[src/rtl/alu_div_sequencer_pkg.sv]
// Shared constants for the divider sequencer: external ALU opcodes and the
// FSM state encoding.
package alu_div_sequencer_pkg;

  localparam logic [2:0] ALU_AND = 3'b000;
  localparam logic [2:0] ALU_OR  = 3'b001;
  localparam logic [2:0] ALU_ADD = 3'b010;
  localparam logic [2:0] ALU_SUB = 3'b110;
  localparam logic [2:0] ALU_SLT = 3'b111;

  typedef enum logic [1:0] {
    ST_IDLE  = 2'd0,
    ST_CHECK = 2'd1,
    ST_ITER  = 2'd2,
    ST_DONE  = 2'd3
  } state_t;

endpackage

[src/rtl/alu_div_sequencer_div_step_mux.sv]
// One restoring-division step: forms the shifted partial remainder and selects
// the next remainder/quotient from the ALU subtract result.
module div_step_mux #(
  parameter int WIDTH = 16
) (
  input  logic [WIDTH-1:0] r,
  input  logic [WIDTH-1:0] q,
  input  logic [WIDTH-1:0] alu_result,
  input  logic             alu_cout,
  output logic [WIDTH-1:0] s,
  output logic             take,
  output logic [WIDTH-1:0] r_next,
  output logic [WIDTH-1:0] q_next
);

  logic msb;

  always_comb begin
    s      = {r[WIDTH-2:0], q[WIDTH-1]};
    msb    = r[WIDTH-1];
    // A set bit shifted out of R means the true value is >= 2^WIDTH, hence > D,
    // even though the ALU only sees the low WIDTH bits and may report a borrow.
    take   = alu_cout | msb;
    r_next = take ? alu_result : s;
    q_next = {q[WIDTH-2:0], take};
  end

endmodule

[src/rtl/alu_div_sequencer.sv]
// Multi-cycle unsigned restoring divider that borrows an external combinational
// ALU for its compare/subtract work, one ALU operation per cycle.
module alu_div_sequencer
  import alu_div_sequencer_pkg::*;
#(
  parameter int WIDTH = 16,
  parameter int CNT_W = 5
) (
  input  logic             clk,
  input  logic             reset_n,
  // Handshakes: a transfer happens on a rising edge where valid && ready are
  // both high; a response, once valid, holds its payload until it transfers.
  input  logic             req_valid,
  output logic             req_ready,
  input  logic [WIDTH-1:0] req_dividend,
  input  logic [WIDTH-1:0] req_divisor,
  output logic             rsp_valid,
  input  logic             rsp_ready,
  output logic [WIDTH-1:0] rsp_quotient,
  output logic [WIDTH-1:0] rsp_remainder,
  output logic             rsp_div_zero,
  output logic [WIDTH-1:0] alu_a,
  output logic [WIDTH-1:0] alu_b,
  output logic [2:0]       alu_op,
  input  logic [WIDTH-1:0] alu_result,
  input  logic             alu_cout,
  input  logic             alu_zero,
  output state_t           dbg_state
);

  state_t           state;
  logic [WIDTH-1:0] q_reg;
  logic [WIDTH-1:0] r_reg;
  logic [WIDTH-1:0] dreg;
  logic [CNT_W-1:0] cnt;

  logic [WIDTH-1:0] step_s;
  logic             step_take;
  logic [WIDTH-1:0] step_r_next;
  logic [WIDTH-1:0] step_q_next;
  logic             last_iter;

  div_step_mux #(.WIDTH(WIDTH)) u_step (
    .r          (r_reg),
    .q          (q_reg),
    .alu_result (alu_result),
    .alu_cout   (alu_cout),
    .s          (step_s),
    .take       (step_take),
    .r_next     (step_r_next),
    .q_next     (step_q_next)
  );

  assign req_ready = (state == ST_IDLE);
  assign dbg_state = state;
  assign last_iter = (cnt == CNT_W'(WIDTH - 1));

  // ALU operands come straight from state and registers so the ALU result is
  // usable in the same cycle; outside CHECK/ITER the ALU is held quiet.
  always_comb begin
    alu_op = ALU_AND;
    alu_a  = '0;
    alu_b  = '0;
    case (state)
      ST_CHECK: begin
        alu_op = ALU_OR;
        alu_a  = dreg;
      end
      ST_ITER: begin
        alu_op = ALU_SUB;
        alu_a  = step_s;
        alu_b  = dreg;
      end
      default: ;
    endcase
  end

  always_ff @(posedge clk or negedge reset_n) begin
    if (!reset_n) begin
      state         <= ST_IDLE;
      q_reg         <= '0;
      r_reg         <= '0;
      dreg          <= '0;
      cnt           <= '0;
      rsp_valid     <= 1'b0;
      rsp_quotient  <= '0;
      rsp_remainder <= '0;
      rsp_div_zero  <= 1'b0;
    end else begin
      case (state)
        ST_IDLE: begin
          if (req_valid) begin
            q_reg <= req_dividend;
            dreg  <= req_divisor;
            r_reg <= '0;
            cnt   <= '0;
            state <= ST_CHECK;
          end
        end
        ST_CHECK: begin
          if (alu_zero) begin
            // Q still holds the dividend here, so it becomes the remainder.
            rsp_quotient  <= '1;
            rsp_remainder <= q_reg;
            rsp_div_zero  <= 1'b1;
            rsp_valid     <= 1'b1;
            state         <= ST_DONE;
          end else begin
            state <= ST_ITER;
          end
        end
        ST_ITER: begin
          r_reg <= step_r_next;
          q_reg <= step_q_next;
          cnt   <= cnt + 1'b1;
          if (last_iter) begin
            rsp_quotient  <= step_q_next;
            rsp_remainder <= step_r_next;
            rsp_div_zero  <= 1'b0;
            rsp_valid     <= 1'b1;
            state         <= ST_DONE;
          end
        end
        ST_DONE: begin
          if (rsp_ready) begin
            rsp_valid <= 1'b0;
            state     <= ST_IDLE;
          end
        end
        default: state <= ST_IDLE;
      endcase
    end
  end

endmodule

[config.mk]
export PLATFORM = sky130hd
export DESIGN_NAME = alu_div_sequencer
export DESIGN_NICKNAME = d
export VERILOG_FILES = /design/src/rtl/alu_div_sequencer_pkg.sv /design/src/rtl/alu_div_sequencer_div_step_mux.sv /design/src/rtl/alu_div_sequencer.sv
export SDC_FILE = /design/constraint.sdc
export NUM_CORES = 1
export LEC_CHECK = 0
export CAP_MARGIN = 20
export CORE_MARGIN = 2
export CORE_UTILIZATION = 65
export CTS_CLUSTER_SIZE = 12
export DETAILED_ROUTE_END_ITERATION = 6
export DONT_BUFFER_PORTS = 1
export PLACE_DENSITY = 0.81
export SYNTH_ARGS = -nofsm -noshare
export SYNTH_HDL_FRONTEND = slang
export SYNTH_SLANG_ARGS = --single-unit
[constraint.sdc]
create_clock -name clk -period 3.1 [get_ports clk]
set_input_delay 0.155 -clock clk [delete_from_list [all_inputs] [get_ports clk]]
set_output_delay 0.155 -clock clk [all_outputs]
set_load 0.01 [all_outputs]
==> impl_metrics.tcl <==
set metrics [dict create \
    status "finished with violations" \
    violations "design-rule violations" \
    die_h_microns 85.8 \
    p_leak_nw 2.13 \
    synth.top_cells.by_count "dfrtp_1, nand2_1, inv_1" \
    start_kind "flop" \
    coreArea_sq_um 6420 \
    ys.warnings.count 0 \
    min_period_ps 2340 \
    cts_num_sinks 89 \
    finalHoldViolations 0 \
    grt_pass1_vias 3138 \
    required_ps 3370 \
    grt_use_met2 0.433 \
    io_pins 126 \
    netlist.area_leader.share 0.512 \
    ys_seq_area_frac 0.512 \
    min_period_over_period 0.753 \
    worst_pin_slew_ps 693 \
    synth_edf_count 0 \
    cp_slowest_cell "ha_1" \
    port_buffers 0 \
    antenna_found_initial 0 \
    synthCells 423 \
    via_count 3106 \
    initial_utilization 0.678 \
    cp_cell_sequence "inv_1 -> ha_1 -> nor3b_4 -> buf_4 -> nor2_1 -> a31oi_1" \
    synth_cell_types 34 \
    ff2ff_setup_slack_ps 760 \
    peakVddDrop_uv 1100 \
    end_kind "flop" \
    avgSynthCellArea_sq_um 10.3 \
    clockBufferDepth 2 \
    finalSetupTns_ps 0 \
    wl_per_cell_microns 18.6 \
    grt_first_pass_wirelength_mm 15.6 \
    clock_latency_ps 350 \
    path_max_fanout 49 \
    postCtsSetupRepairBufs 0 \
    hpwl_mm 6.36 \
    clk_pin_slew_worst_paths_ps 80 \
    rr_worst_depth 6 \
    grt_max_degree 90 \
    synthMuxAreaShare 0.117 \
    yosysMostFrequentCell "dfrtp_1" \
    routabilityCongestion 0.825 \
    hold_ws_ps 13.5 \
    synth_area_sq_um 4350 \
    drv_slew 0 \
    final_design_area_no_fill_sq_um 4860 \
    r2r-end "rsp_quotient[12]" \
    p_total_mw 5.19 \
    synth_area_leaders "dfrtp_1, mux2i_1, nand2_1, mux2_2, o21ai_0" \
    critPathLaunch "dbg_state[0]" \
    cts_made_buffers 9 \
    max_cap_violations 0 \
    synth-xor-area-share 0 \
    gr-usage-all-layers 0.272 \
    fin_skew_ps 3.25 \
    use_met3 0.0780 \
    holdCritPathClass "input port to flop" \
    endpoint "rsp_quotient[12]" \
    crit_type "flop to flop" \
    drive_gt1_frac 0.0995 \
    synthSimpleGateAreaFrac 0.137 \
    slowest_delay_ps 640 \
    busiest_layer "met2" \
    relSlewSlack 0.537 \
    synthAdderAreaFrac 0.0230 \
    drtIter0Drc 230 \
    post_dp_cell_area_sq_um 4350 \
    ant_nets 0 \
    grtUsageMet1 0.363 \
    synth_top_family_by_area "compound AO/OA/AOI/OAI gates" \
    die_x_microns 85.8 \
    synth_compound_area_frac 0.141 \
    drt_first_pass_iters 7 \
    syn_to_final_growth_pct 11.8 \
    arrival_ps 2610 \
    post-synth-top-area-cell "dfrtp_1" \
    synth_fp_nets 485 \
    nFillCells 419 \
    fmax_mhz 428 \
    drcViolationCount 7 \
    diodes 0 \
    rsz0062_at_grt "no" \
    cts_tree "yes" \
    die_area_sq_um 7370 \
    gr-total-overflow 0 \
    ys_async_sr_fraction 1.00 \
    htreeDepth 3 \
    fin_nets 500 \
    r2r-start "dbg_state[0]" \
    viasPerCell 5.98 \
    finalSetupViolations 0 \
    synth_ff_type "dfrtp_1" \
    drt_wl_total_mm 9.63 \
    std_cell_rows 29 \
    final_core_util 0.757 \
    root_buffer "clkbuf_8" \
    power.density_nw_per_um2 1070 \
    ys_ff_latch 89 \
]
## layout make-up
| class | instances | area [sq um] | area share |
|---|---|---|---|
| Clock buffer | 10 | 138 | 0.0283 |
| Clock inverter | 5 | 78.8 | 0.0162 |
| Inverter | 36 | 135 | 0.0278 |
| Multi-Input combinational cell | 269 | 1850 | 0.381 |
| Sequential cell | 89 | 2230 | 0.458 |
| Tap cell | 77 | 96.3 | 0.0198 |
| Timing Repair Buffer | 33 | 335 | 0.0689 |
## how the worst min path moves through the flow
stage               cells past startpoint  slack (ps)               to              from
floorplan                               0        -140           cnt[0]           reset_n
global placement                        0        -140  rsp_quotient[0]           reset_n
detailed placement                      0        -140  rsp_quotient[1]           reset_n
CTS                                     2         0.8         q_reg[6]   req_dividend[6]
global route                            2           4        q_reg[15]  req_dividend[15]
finish                                  2          10         q_reg[6]   req_dividend[6]
## power breakdown
part / leakage (nW) / internal [mW] / switching (mW)
clock: 0.113 / 0.472 / 0.395
combinational: 0.937 / 0.876 / 1.31
sequential: 1.08 / 1.64 / 0.496
total: 2.13 / 2.99 / 2.20
## placed cells by master (no fill, tap or decap), types with 2 or more instances in the layout
master and count:
mux2_2 16, dlygate4sd3_1 27, nand2b_1 4, clkbuf_8 10, o21ai_0 35, a22oi_1 16
ha_1 7, clkinv_2 2, bufinv_16 2, nor3b_4 2, nor2b_1 18, nand2_1 55
a22o_1 2, nor2_1 17, inv_1 36, mux2i_1 32, o41ai_1 2, a211oi_1 2
buf_4 5, a31oi_1 16, dfrtp_1 89, o221ai_1 16, and2_1 16, o21ai_1 2
## metrics by stage
step	std cells	setup slack, ps
4_1_cts	519	808
3_3_place_gp	476	912
3_5_place_dp	476	826
2_1_floorplan	423	1270
5_1_grt	519	494
6_report	519	764
## layer usage
| metal | vias up | part of all wire |
|---|---|---|
| met5 | - | 0 |
| met4 | 0 | 0.016 |
| met3 | 14 | 0.078 |
| met2 | 116 | 0.47 |
| met1 | 1501 | 0.43 |
| li1 | 1475 | - |
## critical path: cells and delay by family (launching register included)
kind	cells	cell delay [ps]
fa+ha+maj	1	640
buf+inv	2	600
flops	1	490
simple gates	2	350
compound gates	1	160
## cell families after synthesis
group | Yosys count
AOI/OAI and AO/OA | 94
DFF | 89
and+or+nand+nor | 118
muxes | 49
buffers and inverters | 65
adders and majority gates | 8
## timing repair
action,4_1_cts,5_1_grt
resized for setup,0,0
endpoints found under the hold margin,115,0
hold buffers,28,0
No activity file was read; power rests on OpenSTA's default activity.
